===== src/rtl/bicubic_sched.sv =====
// Bicubic interpolation sequencer: walks the target window, fetches clamped 4x4
// neighbourhoods from ROM into the datapath and writes results to SRAM.
// Optional `EXACT_HIT_BYPASS_EN: integer-aligned pixels skip the datapath.
module bicubic_sched #(
  parameter int IMG_W   = 100,
  parameter int AW      = 14,
  parameter int STEP_FB = 12
) (
  input  logic          clk,
  input  logic          rst,
  input  logic          start,
  input  logic [6:0]    h0,
  input  logic [6:0]    v0,
  input  logic [6:0]    tw,
  input  logic [6:0]    th,
  input  logic [15:0]   step_x,
  input  logic [15:0]   step_y,
  output logic          rom_rd,
  output logic [AW-1:0] rom_addr,
  input  logic [7:0]    rom_q,
  output logic          dp_start,
  output logic [7:0]    dp_fx,
  output logic [7:0]    dp_fy,
  output logic          dp_pix_valid,
  output logic [7:0]    dp_pix,
  output logic [3:0]    dp_pix_idx,
  input  logic          dp_done,
  input  logic [7:0]    dp_val,
  output logic          sram_wen,
  output logic [AW-1:0] sram_addr,
  output logic [7:0]    sram_d,
  output logic          busy,
  output logic          done
);

  localparam int ACC_W = STEP_FB + 7;
  localparam logic signed [8:0] COORD_MAX = 9'(IMG_W - 1);
  localparam logic [AW-1:0]     ROW_PITCH = AW'(IMG_W);

  localparam logic [2:0] S_IDLE  = 3'd0;
  localparam logic [2:0] S_CALC  = 3'd1;
  localparam logic [2:0] S_FETCH = 3'd2;
  localparam logic [2:0] S_WAIT  = 3'd3;
  localparam logic [2:0] S_WRITE = 3'd4;
  localparam logic [2:0] S_DONE  = 3'd5;
`ifdef EXACT_HIT_BYPASS_EN
  localparam logic [2:0] S_BYP    = 3'd6;
  localparam logic [2:0] S_BYPCAP = 3'd7;
`endif

  function automatic logic [6:0] clamp_coord(input logic signed [8:0] v);
    if (v < 9'sd0)
      return 7'd0;
    else if (v > COORD_MAX)
      return COORD_MAX[6:0];
    else
      return v[6:0];
  endfunction

  function automatic logic [AW-1:0] pix_addr(input logic [6:0] row, input logic [6:0] col);
    return AW'(row) * ROW_PITCH + AW'(col);
  endfunction

  logic [2:0]       state;
  logic [6:0]       h0_r, v0_r, tw_r, th_r;
  logic [15:0]      step_x_r, step_y_r;
  logic [6:0]       tx, ty;
  logic [ACC_W-1:0] acc_x, acc_y;
  logic [7:0]       ix_r, iy_r;
  logic [7:0]       fx_r, fy_r;
  logic [4:0]       k_p0;
  logic             vld_p1;
  logic [3:0]       idx_p1;
  logic [AW-1:0]    wr_addr;
  logic [7:0]       sram_d_r;

  logic [7:0]        ix_calc, iy_calc;
  logic [7:0]        fx_calc, fy_calc;
  logic signed [8:0] tap_col, tap_row;
  logic [AW-1:0]     rd_addr;
  logic              fetch_rd;
  logic              last_px;

  assign ix_calc  = {1'b0, h0_r} + {1'b0, acc_x[ACC_W-1:STEP_FB]};
  assign iy_calc  = {1'b0, v0_r} + {1'b0, acc_y[ACC_W-1:STEP_FB]};
  assign fx_calc  = acc_x[STEP_FB-1:STEP_FB-8];
  assign fy_calc  = acc_y[STEP_FB-1:STEP_FB-8];
  assign fetch_rd = (state == S_FETCH) && !k_p0[4];
  assign last_px  = (tx == tw_r - 7'd1) && (ty == th_r - 7'd1);

  // Stage p0: tap address generation from the fetch counter
  always_comb begin
    tap_col = $signed({1'b0, ix_r}) - 9'sd1 + $signed({7'd0, k_p0[1:0]});
    tap_row = $signed({1'b0, iy_r}) - 9'sd1 + $signed({7'd0, k_p0[3:2]});
    rom_rd  = fetch_rd;
`ifdef EXACT_HIT_BYPASS_EN
    if (state == S_BYP) begin
      tap_col = $signed({1'b0, ix_r});
      tap_row = $signed({1'b0, iy_r});
      rom_rd  = 1'b1;
    end
`endif
    rd_addr = pix_addr(clamp_coord(tap_row), clamp_coord(tap_col));
  end

  assign rom_addr = rom_rd ? rd_addr : '0;
  assign dp_start = (state == S_FETCH) && (k_p0 == 5'd0);
  assign dp_fx    = fx_r;
  assign dp_fy    = fy_r;

  // Stage p1: ROM data returns one cycle after the read strobe
  assign dp_pix_valid = vld_p1;
  assign dp_pix       = vld_p1 ? rom_q : '0;
  assign dp_pix_idx   = vld_p1 ? idx_p1 : '0;

  assign sram_wen  = (state == S_WRITE);
  assign sram_addr = sram_wen ? wr_addr : '0;
  assign sram_d    = sram_d_r;
  assign busy      = (state != S_IDLE) && (state != S_DONE);
  assign done      = (state == S_DONE);

  // Job configuration and per-pixel source coordinate; no reset needed
  always_ff @(posedge clk) begin
    if (state == S_IDLE && start) begin
      h0_r     <= h0;
      v0_r     <= v0;
      tw_r     <= tw;
      th_r     <= th;
      step_x_r <= step_x;
      step_y_r <= step_y;
    end
    if (state == S_CALC) begin
      ix_r <= ix_calc;
      iy_r <= iy_calc;
    end
  end

  always_ff @(posedge clk) begin
    if (rst) begin
      state    <= S_IDLE;
      tx       <= '0;
      ty       <= '0;
      acc_x    <= '0;
      acc_y    <= '0;
      fx_r     <= '0;
      fy_r     <= '0;
      k_p0     <= '0;
      vld_p1   <= 1'b0;
      idx_p1   <= '0;
      wr_addr  <= '0;
      sram_d_r <= '0;
    end else begin
      vld_p1 <= fetch_rd;
      idx_p1 <= k_p0[3:0];
      case (state)
        S_IDLE: begin
          if (start) begin
            tx      <= '0;
            ty      <= '0;
            acc_x   <= '0;
            acc_y   <= '0;
            wr_addr <= '0;
            state   <= S_CALC;
          end
        end
        S_CALC: begin
          fx_r <= fx_calc;
          fy_r <= fy_calc;
          k_p0 <= '0;
`ifdef EXACT_HIT_BYPASS_EN
          if (fx_calc == 8'd0 && fy_calc == 8'd0)
            state <= S_BYP;
          else
            state <= S_FETCH;
`else
          state <= S_FETCH;
`endif
        end
        S_FETCH: begin
          k_p0 <= k_p0 + 5'd1;
          if (k_p0 == 5'd16)
            state <= S_WAIT;
        end
        S_WAIT: begin
          if (dp_done) begin
            sram_d_r <= dp_val;
            state    <= S_WRITE;
          end
        end
        S_WRITE: begin
          wr_addr <= wr_addr + AW'(1);
          if (tx < tw_r - 7'd1) begin
            tx    <= tx + 7'd1;
            acc_x <= acc_x + ACC_W'(step_x_r);
          end else begin
            tx    <= '0;
            acc_x <= '0;
            ty    <= ty + 7'd1;
            acc_y <= acc_y + ACC_W'(step_y_r);
          end
          state <= last_px ? S_DONE : S_CALC;
        end
        S_DONE: state <= S_IDLE;
`ifdef EXACT_HIT_BYPASS_EN
        S_BYP: state <= S_BYPCAP;
        S_BYPCAP: begin
          sram_d_r <= rom_q;
          state    <= S_WRITE;
        end
`endif
        default: state <= S_IDLE;
      endcase
    end
  end

endmodule


===== config.mk =====
export PLATFORM = sky130hd
export DESIGN_NAME = bicubic_sched
export DESIGN_NICKNAME = d
export VERILOG_FILES = /design/src/rtl/bicubic_sched.sv
export SDC_FILE = /design/constraint.sdc
export NUM_CORES = 1
export LEC_CHECK = 0
export BUFFER_PORTS_ARGS = -buffer_cell sky130_fd_sc_hd__buf_4
export CAP_MARGIN = 30
export CELL_PAD_IN_SITES_DETAIL_PLACEMENT = 0
export CELL_PAD_IN_SITES_GLOBAL_PLACEMENT = 2
export CORE_MARGIN = 5
export CORE_UTILIZATION = 28
export CTS_CLUSTER_DIAMETER = 200
export DETAILED_ROUTE_END_ITERATION = 16
export PLACE_DENSITY_LB_ADDON = 0.1
export SYNTH_ARGS = -nofsm -noshare
export SYNTH_HDL_FRONTEND = slang
export SYNTH_SLANG_ARGS = --single-unit

===== constraint.sdc =====
create_clock -name clk -period 12.8 [get_ports clk]
set_input_delay 0.64 -clock clk [delete_from_list [all_inputs] [get_ports clk]]
set_output_delay 0.64 -clock clk [all_outputs]
set_load 0.1 [all_outputs]

==> metrics.md, run 1 <==
| Metric | Value |
|---|---|
| Outcome | complete, no violations |
| Reg2reg start | state[2] |
| Sw Pwr | 767.9 µW |
| CTS Buf Count | 17 |
| Crit Reg-Reg Endpoint | acc_y[15] |
| WHS Path Cells | 1 |
| Synthesis warning total | 0 |
| Row cnt | 71 |
| Worst Path Required | 12.16 ns |
| Die area | 41460 µm² |
| Vias per cell | 4.637 |
| Max-cap viol count | 0 |
| Worst Path Arrival | 6.51 ns |
| Port bufs | 149 |
| Post-Synth Adder-Cell Area | 14.59% |
| Finished Cell Area | 12760 µm² |
| First-pass GRT wire length | 43590 µm |
| Utilization after layout | 34.19% |
| Dominant synthesized flop cell | dfxtp_1 |
| DIE HEIGHT | 203.6 µm |
| Nets | 1443 |
| Critical path fanouts, max | 4 |
| Post-synth EDFFs | 76 |
| PostCTS Resize Cnt | 0 |
| Lkg Pwr | 5.562 nW |
| RSZ-0062 raised after global routing | false |
| Clock tree sinks | 179 |
| Hold-fix buffers, CTS | 0 |
| Slew @ Worst Pin | 1.008 ns |
| Comb power frac | 39.0% |
| Int Pwr | 1.194 mW |
| Syn-to-layout area delta | 21.55% |
| Crit path time final | 7.150 ns |
| Ys async rst share | 0% |
| Simple-gate share of the synthesized area | 15.75% |
| Post-CTS Setup Repair Bufs | 0 |
| Vias in the first global route | 8007 |
| Largest net degree at the start of global routing | 65 |
| Post-Synth XOR/XNOR Area | 7.058% |
| Setup CP Type | register to primary output |
| Synth top area share | 21.75% |
| Worst-path clk slew | 0.08 ns |
| Vias | 8036 |
| Final setup TNS | 0 ns |
| Part of the power in the clock network | 27.5% |
| Flop pwr share | 33.5% |
| VDD IR max | 0.08766 mV |
| Initial antenna violation count | 0 |
| Critical path launch point type | register |
| Core Area | 37310 µm² |
| Initial DRC Count | 259 |
| Largest family of logic cells by synthesized area | compound AO/OA/AOI/OAI gates |
| WHS Endpoint | step_y_r[9] |
| Synthesized instance count | 1100 |
| Min-delay src | step_y[9] |
| Yosys reg bits | 179 |
| Cell taking the most area after synthesis | edfxtp_1 |
| Clock Skew | 0.01809 ns |
| Total Routing Usage GR | 13.12% |
| Final Wtd Congestion | 0.7519 |
| Worst setup EP type | primary output |
| Antenna Cells | 0 |
| CTS root buf | clkbuf_16 |
| Library cells used by synthesis | 75 |
| DP HPWL | 20510 µm |
| I/O pin count | 150 |
| Area contributors post-synth | edfxtp_1, dfxtp_1, ha_1 |
| Avg Synthesized Cell Area | 9.541 µm² |
| Mux cell area share after synthesis | 0.6915% |
| Reg2reg setup slack | 9.40 ns |
| Routed Wire Length | 27350 µm |
| Initial Util | 28.13% |
| Area after DPL | 12150 µm² |
| PwrDens | 153.8 nW/µm² |
| Slew Viols, Final | 0 |
| Switching fraction of total power | 39.14% |
| Register area share after synthesis | 41.39% |
| Hold WC Path Type | primary input to register |
| Hold Vio Cnt, Final | 0 |
| DIE WIDTH | 203.6 µm |
| H-tree depth | 4 |
| Slew margin rel. | 32.59% |
| Gr ovfl total | 0 |
| TritonCTS clock tree | done |
| R2R depth | 7 |
| Fmax | 139.9 MHz |
| Critical Path Source | k_p0[3] |
| CTS Buffer Depth | 2 |
| Clock Latency Late Sink | 0.44 ns |
| Mapped Nets | 1297 |
| Post-route ant nets | 0 |
| Synthesized area | 10500 µm² |
| Wire per inst | 15.78 µm |
| Post-synthesis compound-gate area fraction | 16.67% |
| DRT Pass-1 Iters | 4 |
| Fin crit share | 55.86% |
| # DRC | 0 |
| Share of layout cells above drive strength 1 | 16.60% |
| Setup violations, final | 0 |
[cell usage after synthesis (5+ instances only)]
library cell and n:
ha_1 108, and3_1 36, a31oi_1 9, a22o_1 12, fa_1 9, o21ai_0 33
o21bai_1 11, xnor2_1 51, o21ai_1 6, nor4_1 5, a21o_1 27, o21a_1 6
nor3_1 13, nand2_1 95, nand3b_1 6, a211oi_1 9, nor2_1 95, clkbuf_1 24
dfxtp_1 103, mux2i_1 5, edfxtp_1 76, nand4_1 7, nand2b_1 10, a21oi_1 104
inv_1 73, a22oi_1 16, nor2b_1 8, xor2_1 31, nor3b_1 5, nand3_1 25
and2_1 17
[how the worst max path moves through the flow]
stage	to	slack [ns]
floorplan	rom_addr[11]	5.91
global placement	rom_addr[13]	6.22
detailed placement	rom_addr[13]	6.08
CTS	rom_addr[13]	5.57
global route	rom_addr[13]	5.17
finish	rom_addr[13]	5.65
[metal layers]
layer,part of all wire (%),track usage (%)
met5,0,0
met4,1.0,3.108
met3,3.6,2.528
met2,45,21.06
met1,50,18.35
[cell type report]
class / count / area, µm²
clock inverter: 12 / 105.1
tap: 474 / 593.1
inverter: 75 / 281.5
fill: 3894 / 24550
multi-input combinational: 817 / 5762
clock buffer: 20 / 500.5
sequential: 179 / 4344
timing repair buffer: 156 / 1171
[power by group through the flow]
stage	Combinational, mW	Sequential [mW]	Clock [mW]
after detailed placement	0.774	0.671	0
final	0.765	0.657	0.539
after floorplan	0.589	0.668	0
after global placement	0.776	0.671	0
after global routing	0.856	0.662	0.580
after CTS	0.779	0.659	0.560
[registers in the layout, indices dropped and copies added, names as in the netlist, 8 cells and up]
name / count
ix_r: 8
sram_d: 8
dp_fx: 8
acc_y: 19
iy_r: 8
dp_fy: 8
step_x_r: 16
wr_addr: 14
step_y_r: 16
acc_x: 19
[critical path, cell delays in order (launching register included)]
cell and delay (ns):
dfxtp_1 0.37, inv_1 0.09, ha_1 0.27, inv_1 0.04, ha_1 0.21, fa_1 0.41, a21o_1 0.17, a21oi_1 0.21
o21bai_1 0.08, a21oi_1 0.17, xor2_1 0.28, nand2_1 0.14, nor3b_1 0.46, ha_1 0.32, ha_1 0.31, fa_1 0.46
ha_1 0.36, xnor2_1 0.31, o211a_1 0.20, o21ai_0 0.13, or3_4 0.37, nor3_2 0.12, xnor3_1 0.21, and2_1 0.16
buf_4 0.23
[cells by family (layout without fill, tap and decap cells)]
| kind of cell | Yosys count | count (layout) |
|---|---|---|
| AND/OR/NAND/NOR | 340 | 340 |
| flip-flops | 179 | 179 |
| AO/OA/AOI/OAI | 270 | 270 |
| multiplexers | 7 | 7 |
| XOR/XNOR | 83 | 83 |
| buffers and inverters | 104 | 263 |
| adder cells (fa/ha/maj) | 117 | 117 |
[per-stage QoR]
step / setup slack [ns] / std cells / hold slack (ns) / total power [mW]
2_1_floorplan: 5.914 / 1100 / 0.4356 / 1.258
3_3_place_gp: 6.217 / 1699 / 0.4419 / 1.447
3_5_place_dp: 6.083 / 1701 / 0.4525 / 1.445
4_1_cts: 5.569 / 1733 / 0.3348 / 1.998
5_1_grt: 5.169 / 1733 / 0.3476 / 2.098
6_report: 5.650 / 1733 / 0.3687 / 1.962
[cells in the final DEF (no fill, tap or decap), types with 6 or more instances in the layout]
master	count
nand2_1	95
dfxtp_1	103
a21oi_1	104
a21o_1	27
a22oi_1	16
edfxtp_1	76
o21a_1	6
xnor2_1	51
nand2b_1	10
o21ai_1	6
and2_1	17
xor2_1	31
nor3_1	13
clkbuf_16	20
buf_4	156
o21ai_0	33
nand3_1	25
and3_1	36
ha_1	108
fa_1	9
a211oi_1	9
nand3b_1	6
nand4_1	7
a22o_1	12
nor2_1	95
inv_1	73
nor2b_1	8
o21bai_1	11
a31oi_1	9
No activity file was read; power rests on OpenSTA's default activity.
==> run 2, diff against run 1 <==
Clock period 12.8 ns to 7 ns, I/O delays scaled along.
==> metrics.md, run 2 (synthesis gave the netlist of run 1 again) <==
| Metric | Value |
|---|---|
| Worst Path Arrival | 6.19 ns (was 6.51 ns) |
| Critical path fanouts, max | 4 (unchanged) |
| Int Pwr | 2.166 mW (was 1.194 mW) |
| Flop pwr share | 33.6% (was 33.5%) |
| Wire per inst | 15.77 µm (was 15.78 µm) |
| Metal2 WL | 12370 µm (was 12320 µm) |
| Hold WC Path Type | primary input to register (unchanged) |
| Slew @ Worst Pin | 0.9393 ns (was 1.008 ns) |
| Slew margin rel. | 37.38% (was 32.59%) |
| Worst-path clk slew | 0.07 ns (was 0.08 ns) |
| H-tree depth | 4 (unchanged) |
| Gr ovfl total | 0 (unchanged) |
| Post-route ant nets | 0 (unchanged) |
| DRT Pass-1 Iters | 5 (was 4) |
| Initial Util | 28.13% (unchanged) |
| Switching fraction of total power | 39.55% (was 39.14%) |
| Clock tree sinks | 179 (unchanged) |
| First-pass GRT wire length | 43440 µm (was 43590 µm) |
| Setup CP Type | register to primary output (unchanged) |
| Comb power frac | 40.2% (was 39.0%) |
| DR top layer | met4 (unchanged) |
| Nets | 1446 (was 1443) |
| Cell at the slowest stage of the critical path | fa_1 (was nor3b_1) |
| Core Area | 37310 µm² (unchanged) |
| Initial antenna violation count | 0 (unchanged) |
| Worst setup EP type | primary output (unchanged) |
| DIE WIDTH | 203.6 µm (unchanged) |
| Slew Viols, Final | 0 (unchanged) |
| Routed Wire Length | 27380 µm (was 27350 µm) |
| Sw Pwr | 1.417 mW (was 767.9 µW) |
| Row cnt | 71 (unchanged) |
| Worst Path Required | 6.65 ns (was 12.16 ns) |
| Most frequent cells in the layout | buf_4, ha_1, a21oi_1 (unchanged) |
| Lkg Pwr | 5.577 nW (was 5.562 nW) |
| TritonCTS clock tree | done (unchanged) |
| Met3 WL | 1163 µm (was 975 µm) |
| Hold Vio Cnt, Final | 0 (unchanged) |
| Crit path time final | 6.544 ns |
| Syn-to-layout area delta | 21.86% (was 21.55%) |
| DIE HEIGHT | 203.6 µm (unchanged) |
| Final Wtd Congestion | 0.7520 (was 0.7519) |
| Utilization after layout | 34.28% (was 34.19%) |
| Total Routing Usage GR | 13.08% (was 13.12%) |
| Vias in the first global route | 7964 (was 8007) |
| CTS Buf Count | 17 (unchanged) |
| Tightest hold margin | 0.08322 ns (was 0.3687 ns) |
| Part of the power in the clock network | 26.2% (was 27.5%) |
| Share of layout cells above drive strength 1 | 17.19% (was 16.60%) |
| PwrDens | 280.1 nW/µm² (was 153.8 nW/µm²) |
| Fmax | 152.8 MHz |
| Vias per cell | 4.654 (was 4.637) |
| Clock Skew | 0.008845 ns (was 0.01809 ns) |
| Fin crit share | 93.48% |
| VDD IR max | 0.1764 mV (was 0.08766 mV) |
| Worst path max stage delay | 0.48 ns (was 0.46 ns) |
| Largest regs | acc_x x19, acc_y x19 (unchanged) |
| Largest net degree at the start of global routing | 65 (unchanged) |
| DP HPWL | 20500 µm (was 20510 µm) |
| WL met1 | 13580 µm (was 13770 µm) |
| CTS root buf | clkbuf_16 (unchanged) |
| # DRC | 0 (unchanged) |
| Die area | 41460 µm² (unchanged) |
| Most used cell, CP | ha_1 (unchanged) |
| Initial DRC Count | 302 (was 259) |
| Port bufs | 149 (unchanged) |
| Outcome | complete, no violations (unchanged) |
| Setup violations, final | 0 (unchanged) |
| Max-cap viol count | 0 (unchanged) |
| Critical path launch point type | register (unchanged) |
| Most common cell after layout, fill and taps aside | buf_4 (unchanged) |
| I/O pin count | 150 (unchanged) |
| CTS Buffer Depth | 2 (unchanged) |
| Clock Latency Late Sink | 0.44 ns (about the same) |
| Vias | 8080 (was 8036) |
| Antenna Cells | 0 (unchanged) |
==> run 2: repair_timing <==
item | CTS | global route
setup endpoints to repair | 0 | 3
hold buffers | 0 | 0
resized for setup | 0 | 8
buffers inserted | 0 | 2
==> run 2: layout make-up <==
type,instances,area [µm²]
fillers,3856,24520
clock buffers,18,450.4
multi-input cells,817,5799
well taps,474,593.1
repair buffers,159,1201
inverters,75,281.5
clock inverters,14,118.9
flip-flops and latches,179,4345
==> run 2: path summary, 6_finish.rpt <==
kind / end / cells after the start / start / slack (ns)
worst min register to register: sram_d[5] / 2 / sram_d[5] / 0.45
worst max-delay path: rom_addr[13] / 25 / k_p0[3] / 0.46
worst max register to register: acc_y[15] / 7 / state[2] / 3.61
worst min-delay path: h0_r[2] / 1 / h0[2] / 0.08
==> run 2: per-layer routing <==
metal	up-vias	GRT usage, %
met4	0	3.180
met5	-	0
met2	128	20.82
met3	13	2.942
met1	3712	18.13
li1	4227	-
==> run 2: critical path: cells and delay by family, from the launching register on <==
kind	cells	cell delay (ns)
xor gates and xnor gates	3	0.61
and+or+nand+nor	5	1.04
AOI/OAI and AO/OA	6	1.07
DFF	1	0.35
adders and majority gates	7	2.27
buffers and inverters	4	0.40
==> run 2: through the flow <==
stage	setup TNS, ns	power [mW]	cells	setup slack (ns)	instance area [µm²]
5_1_grt	-0.01149	3.839	1736	-0.01149	12790
3_3_place_gp	0	2.646	1699	0.7073	12140
4_1_cts	0	3.609	1733	0.09320	12720
3_5_place_dp	0	2.639	1701	0.5898	12150
6_report	0	3.582	1736	0.4565	12790
2_1_floorplan	0	2.300	1100	0.4043	10500
==> run 2: power by group through the flow <==
stage | clock network (mW) | logic (mW) | registers (mW)
3_3_place_gp | 0 | 1.42 | 1.23
4_1_cts | 0.986 | 1.42 | 1.20
2_1_floorplan | 0 | 1.08 | 1.22
5_1_grt | 1.02 | 1.61 | 1.21
3_5_place_dp | 0 | 1.41 | 1.23
6_report | 0.940 | 1.44 | 1.20
